<file path="config.mk">
export PLATFORM = sky130hd
export DESIGN_NAME = boot_image_copier
export DESIGN_NICKNAME = d
export VERILOG_FILES = /design/src/rtl/boot_image_copier.sv
export SDC_FILE = /design/constraint.sdc
export NUM_CORES = 1
export LEC_CHECK = 0
export CELL_PAD_IN_SITES_DETAIL_PLACEMENT = 0
export CELL_PAD_IN_SITES_GLOBAL_PLACEMENT = 1
export CORE_ASPECT_RATIO = 1.1
export CORE_MARGIN = 5
export CORE_UTILIZATION = 35
export DETAILED_ROUTE_END_ITERATION = 6
export PLACE_DENSITY_LB_ADDON = 0.08
export SYNTH_ARGS = -nofsm -noshare
export SYNTH_HDL_FRONTEND = slang
export SYNTH_SLANG_ARGS = --single-unit
</file>
<file path="constraint.sdc">
create_clock -name clk -period 2.2 [get_ports clk]
set_input_delay 0.33 -clock clk [delete_from_list [all_inputs] [get_ports clk]]
set_output_delay 0.33 -clock clk [all_outputs]
set_load 0.01 [all_outputs]
</file>
<file path="src/rtl/boot_image_copier.sv">
// boot_image_copier: copies the boot image from ROM into SDRAM, reads it back to verify,
// and holds the processor in reset until both passes are complete.
module boot_image_copier #(
    parameter int unsigned WORDS     = 1000,
    parameter int unsigned ROM_AW    = 10,
    parameter int unsigned MEM_AW    = 24,
    parameter int unsigned DW        = 32,
    parameter int unsigned DEST_BASE = 0
) (
    input  logic              clk,
    input  logic              rst_n,
    output logic [ROM_AW-1:0] rom_addr,
    input  logic [DW-1:0]     rom_data,
    output logic              mem_req,
    output logic              mem_we,
    output logic [MEM_AW-1:0] mem_addr,
    output logic [DW-1:0]     mem_wdata,
    input  logic              mem_ack,
    input  logic [DW-1:0]     mem_rdata,
    output logic              cpu_rst_n,
    output logic              done,
    output logic              error,
    output logic [15:0]       err_count
);
    typedef enum logic [2:0] {
        COPY_RD, COPY_WT, COPY_WR, COPY_ACK, VER_RD, VER_ACK, FINISH
    } state_t;

    state_t            state_q;
    logic [ROM_AW-1:0] idx_q;
    logic [ROM_AW-1:0] rom_addr_q;
    logic              mem_req_q;
    logic              mem_we_q;
    logic [MEM_AW-1:0] mem_addr_q;
    logic [DW-1:0]     mem_wdata_q;
    logic              cpu_rst_n_q;
    logic              done_q;
    logic              error_q;
    logic [15:0]       err_count_q;

    logic              last;
    logic [MEM_AW-1:0] dest;

    assign last = idx_q == ROM_AW'(WORDS - 1);
    assign dest = MEM_AW'(DEST_BASE) + MEM_AW'(idx_q);

    // rom_addr is advanced on each verify ack so the ROM word is already valid
    // in the first VER_ACK cycle, even when the ack arrives as the request rises.
    always_ff @(posedge clk or negedge rst_n) begin
        if (!rst_n) begin
            state_q     <= COPY_RD;
            idx_q       <= '0;
            rom_addr_q  <= '0;
            mem_req_q   <= 1'b0;
            mem_we_q    <= 1'b0;
            mem_addr_q  <= '0;
            mem_wdata_q <= '0;
            cpu_rst_n_q <= 1'b0;
            done_q      <= 1'b0;
            error_q     <= 1'b0;
            err_count_q <= '0;
        end else begin
            case (state_q)
                COPY_RD: begin
                    rom_addr_q <= idx_q;
                    state_q    <= COPY_WT;
                end
                COPY_WT: state_q <= COPY_WR;
                COPY_WR: begin
                    mem_wdata_q <= rom_data;
                    mem_addr_q  <= dest;
                    mem_we_q    <= 1'b1;
                    mem_req_q   <= 1'b1;
                    state_q     <= COPY_ACK;
                end
                COPY_ACK: if (mem_ack) begin
                    mem_req_q <= 1'b0;
                    if (last) begin
                        idx_q      <= '0;
                        rom_addr_q <= '0;
                        state_q    <= VER_RD;
                    end else begin
                        idx_q   <= idx_q + 1'b1;
                        state_q <= COPY_RD;
                    end
                end
                VER_RD: begin
                    rom_addr_q <= idx_q;
                    mem_addr_q <= dest;
                    mem_we_q   <= 1'b0;
                    mem_req_q  <= 1'b1;
                    state_q    <= VER_ACK;
                end
                VER_ACK: if (mem_ack) begin
                    mem_req_q <= 1'b0;
                    if (mem_rdata != rom_data) begin
                        error_q <= 1'b1;
                        if (err_count_q != 16'hFFFF) err_count_q <= err_count_q + 1'b1;
                    end
                    if (last) begin
                        state_q <= FINISH;
                    end else begin
                        idx_q      <= idx_q + 1'b1;
                        rom_addr_q <= idx_q + 1'b1;
                        state_q    <= VER_RD;
                    end
                end
                FINISH: begin
                    done_q      <= 1'b1;
                    cpu_rst_n_q <= 1'b1;
                end
                default: state_q <= COPY_RD;
            endcase
        end
    end

    assign rom_addr  = rom_addr_q;
    assign mem_req   = mem_req_q;
    assign mem_we    = mem_we_q;
    assign mem_addr  = mem_addr_q;
    assign mem_wdata = mem_wdata_q;
    assign cpu_rst_n = cpu_rst_n_q;
    assign done      = done_q;
    assign error     = error_q;
    assign err_count = err_count_q;
endmodule

</file>
==> results by group <==
Critical path
  • Max incr delay on CP: around 460 ps
  • Worst EP arrival: ~2300 ps
  • Family with the most delay on the worst path: buffers and inverters
  • Levels on crit path: 7
  • WP data required: about 2400 ps
  • Flop-to-flop setup slack: 200 ps
  • Crit path capture type: flop
  • Worst reg2reg path depth: 8
  • Startpoint types: input port
  • R2R Path Start: err_count[0]$_DFFE_PN0P_
  • Max stage delay cell, worst path: clkdlybuf4s50_1
  • Worst Setup SP: rom_data[6]
  • Crit-path cells: clkdlybuf4s50_1 -> xor2_1 -> nor4_1 -> nand4_1 -> o21ai_2 -> buf_4 -> mux2_2
  • Worst reg2reg path endpoint: err_count[14]$_DFFE_PN0P_
  • Worst Path Buf+Inv: 2
  • Crit Path Class: in2reg
  • Max FO, Critical Path: 7
  • Worst Setup EP: err_count[1]$_DFFE_PN0P_

Floorplanning
  • Die ar.: approximately 15000 um2
  • Top Ports: 154
  • Starting density of the core: 0.358
  • Chip height: 126 um
  • Core area: between 10000 and 15000 um2
  • Num rows: 42
  • Die W: around 120 um

Timing
  • Max Clock Freq: slightly below 500 MHz
  • RSZ-0062 raised after global routing: no
  • Final hold violations: 0
  • Final Setup Violations: 0
  • Max-slew violation count: 0
  • Clk_skew: about 5.0 ps
  • Fin crit period: a little over 2000 ps
  • Period utilization: 0.922

Logic synthesis
  • Count of unique library cells instantiated by Yosys: 48
  • Synth Area in Adders: 0.00581
  • Top cells by area, synth: dfrtp_1 (49%), xor2_1 (9.4%), mux2_2 (7.6%)
  • Multiplexer share of the synthesized area: 0.147
  • Synth Area in XOR/XNOR: 0.104
  • Area leader, netlist: dfrtp_1
  • Largest family of logic cells by synthesized area: multiplexers
  • Simple-gate area share of the yosys netlist: 0.121
  • Synth Instances: between 300 and 400
  • Number of synthesized register bits: 85
  • Compound-Gate Fraction of Synth Area: 0.0700
  • Number of synthesis warnings: 0
  • Primary FF master, synth: dfrtp_1
  • Yosys top cell area share: 0.494
  • Synth Cell Area: 4310 um2
  • Average size of a mapped cell: around 12 um2
  • Post-synth EDFFs: 0
  • Synth top cells by count: dfrtp_1 (85), xor2_1 (46), mux2_2 (29)
  • Post-synthesis async set-or-reset flop share: 1.00
  • Sequential-to-total area share from yosys stat: 0.494
  • Top-count cell post-synth: dfrtp_1

Route
  • Post-route DRC: 0
  • Routed via count: roughly 3300
  • Routed WL: about 12 mm
  • Via density: between 4 and 5
  • Initial drt markers: 57
  • Drt pass-1 iters: 4
  • Post-route ant nets: 0
  • Avg WL per Cell: ~17 um

Clocking
  • Clock Pin Slew Worst Setup and Hold Paths: approximately 60 ps
  • Clk root buf: clkbuf_16
  • Clk buf depth: 2
  • Clock Latency Late Sink: approximately 330 ps
  • Number of CTS-inserted buffers: 9
  • CTS tree: built
  • Num Clock Sinks: 85
  • H-tree depth: 3
  • Setup Buffers After CTS: 0

Run
  • Max Cap Viol: 0

Min path
  • Min-Delay Path Class: in2async

Final layout
  • Fin area: 6400 um2
  • Area growth, synth to finish: 48.6%
  • Non-filler instance count after layout: 696
  • Layout cells sized above 1: 0.196
  • Antenna fix cells: 0
  • Final #Nets: ~610

GRT
  • Tot GR Track Use: 0.162
  • Initial antenna violation count: 0
  • Vias in the first global route: ~3400
  • First-pass GRT wire length: between 15 and 20 mm
  • Gr ovfl total: 0
  • Largest net degree at the start of global routing: 36

Power
  • VDD IR max: approximately 510 uV
  • Pwr dens: a little over 1000 nW/um2
  • Pleak: between 2 and 3 nW

Placed design
  • Hpwl dp: just under 9 mm
  • Placed insts: 679
  • DP Area: approximately 6000 um2
  • RePlAce Congestion: around 0.79
  • I/O Buffers: about 140

Status
  • Status: complete, no violations
-- per-stage QoR --
| stage | power [W] | util | hold WS (ps) | TNS [ps] | setup WS, ps |
|---|---|---|---|---|---|
| after global routing | 0.00690 | 0.532 | 507 | 0 | 13.1 |
| final | 0.00653 | 0.532 | 480 | 0 | 171 |
| after CTS | 0.00663 | 0.531 | 489 | 0 | 112 |
| after detailed placement | 0.00485 | 0.501 | 317 | -3090 | -247 |
| after floorplan | 0.00351 | - | 34.4 | 0 | 364 |
| after global placement | 0.00482 | 0.501 | 319 | -3180 | -255 |
-- layer usage --
layer,vias up,part of all wire,track usage
li1,1593,-,-
met1,1578,0.44,0.210
met2,97,0.48,0.264
met3,12,0.066,0.0410
met4,0,0.016,0.0532
met5,-,0,0
-- placed cells by master (no fill, tap or decap), drive strengths merged, types with 2 or more instances in the layout --
master	n
o21bai	2
nor3	5
nand3	13
o21ai	19
nor2	26
clkdlybuf4s50	138
and3	9
o31ai	12
clkbuf	12
conb	14
nor4	10
ha	2
inv	5
nor2b	5
bufinv	3
nand2	15
nand2b	2
a21o	3
xor2	46
mux2	53
xnor2	5
nand4	3
buf	39
a21oi	2
dfrtp	85
-- report_power, final --
group	switching [W]	leakage, nW	internal (W)
combinational	0.00108	1.60	0.00145
sequential	0.000240	1.08	0.00201
clock	0.000609	0.167	0.00114
total	0.00193	2.84	0.00460
-- cell type report --
cell class / count / area, um2
multi-input combinational: 258 / 2000
clock buffer: 12 / 246
sequential: 85 / 2130
timing repair buffer: 178 / 1720
inverter: 5 / 18.8
clock inverter: 4 / 95.1
fill: 1079 / 5640
tap: 154 / 193
-- what timing repair did --
action                     in CTS  in global routing
hold buffers                    1                  0
hold endpoints to repair       32                  0
gates resized for setup         0                  2
setup endpoints to repair       0                 12
-- kinds of logic (layout without fill, tap and decap cells) --
family,after synthesis,count (layout)
compound gates,44,44
xor+xnor,51,51
fa+ha+maj,2,2
buf+inv,38,199
flops,85,85
mux,53,53
other cells,1,14
simple gates,94,94
-- state kept, by name (all words and copies together) (netlist names) --
name	cells
mem_addr	10
err_count	16
error	1
state_q	3
mem_we	1
done	1
idx_q	10
mem_wdata	32
mem_req	1
rom_addr	10
-- how the worst min path moves through the flow --
stage,from,end
after global routing,mem_wdata[27]$_DFFE_PN0P_,mem_wdata[27]$_DFFE_PN0P_
after floorplan,rst_n,done$_DFFE_PN0N_
final,rst_n,mem_wdata[10]$_DFFE_PN0P_
after CTS,mem_req$_DFFE_PN0P_,mem_req$_DFFE_PN0P_
after detailed placement,rst_n,mem_wdata[10]$_DFFE_PN0P_
after global placement,rst_n,mem_wdata[10]$_DFFE_PN0P_
Power figures use the tool's default switching activity.
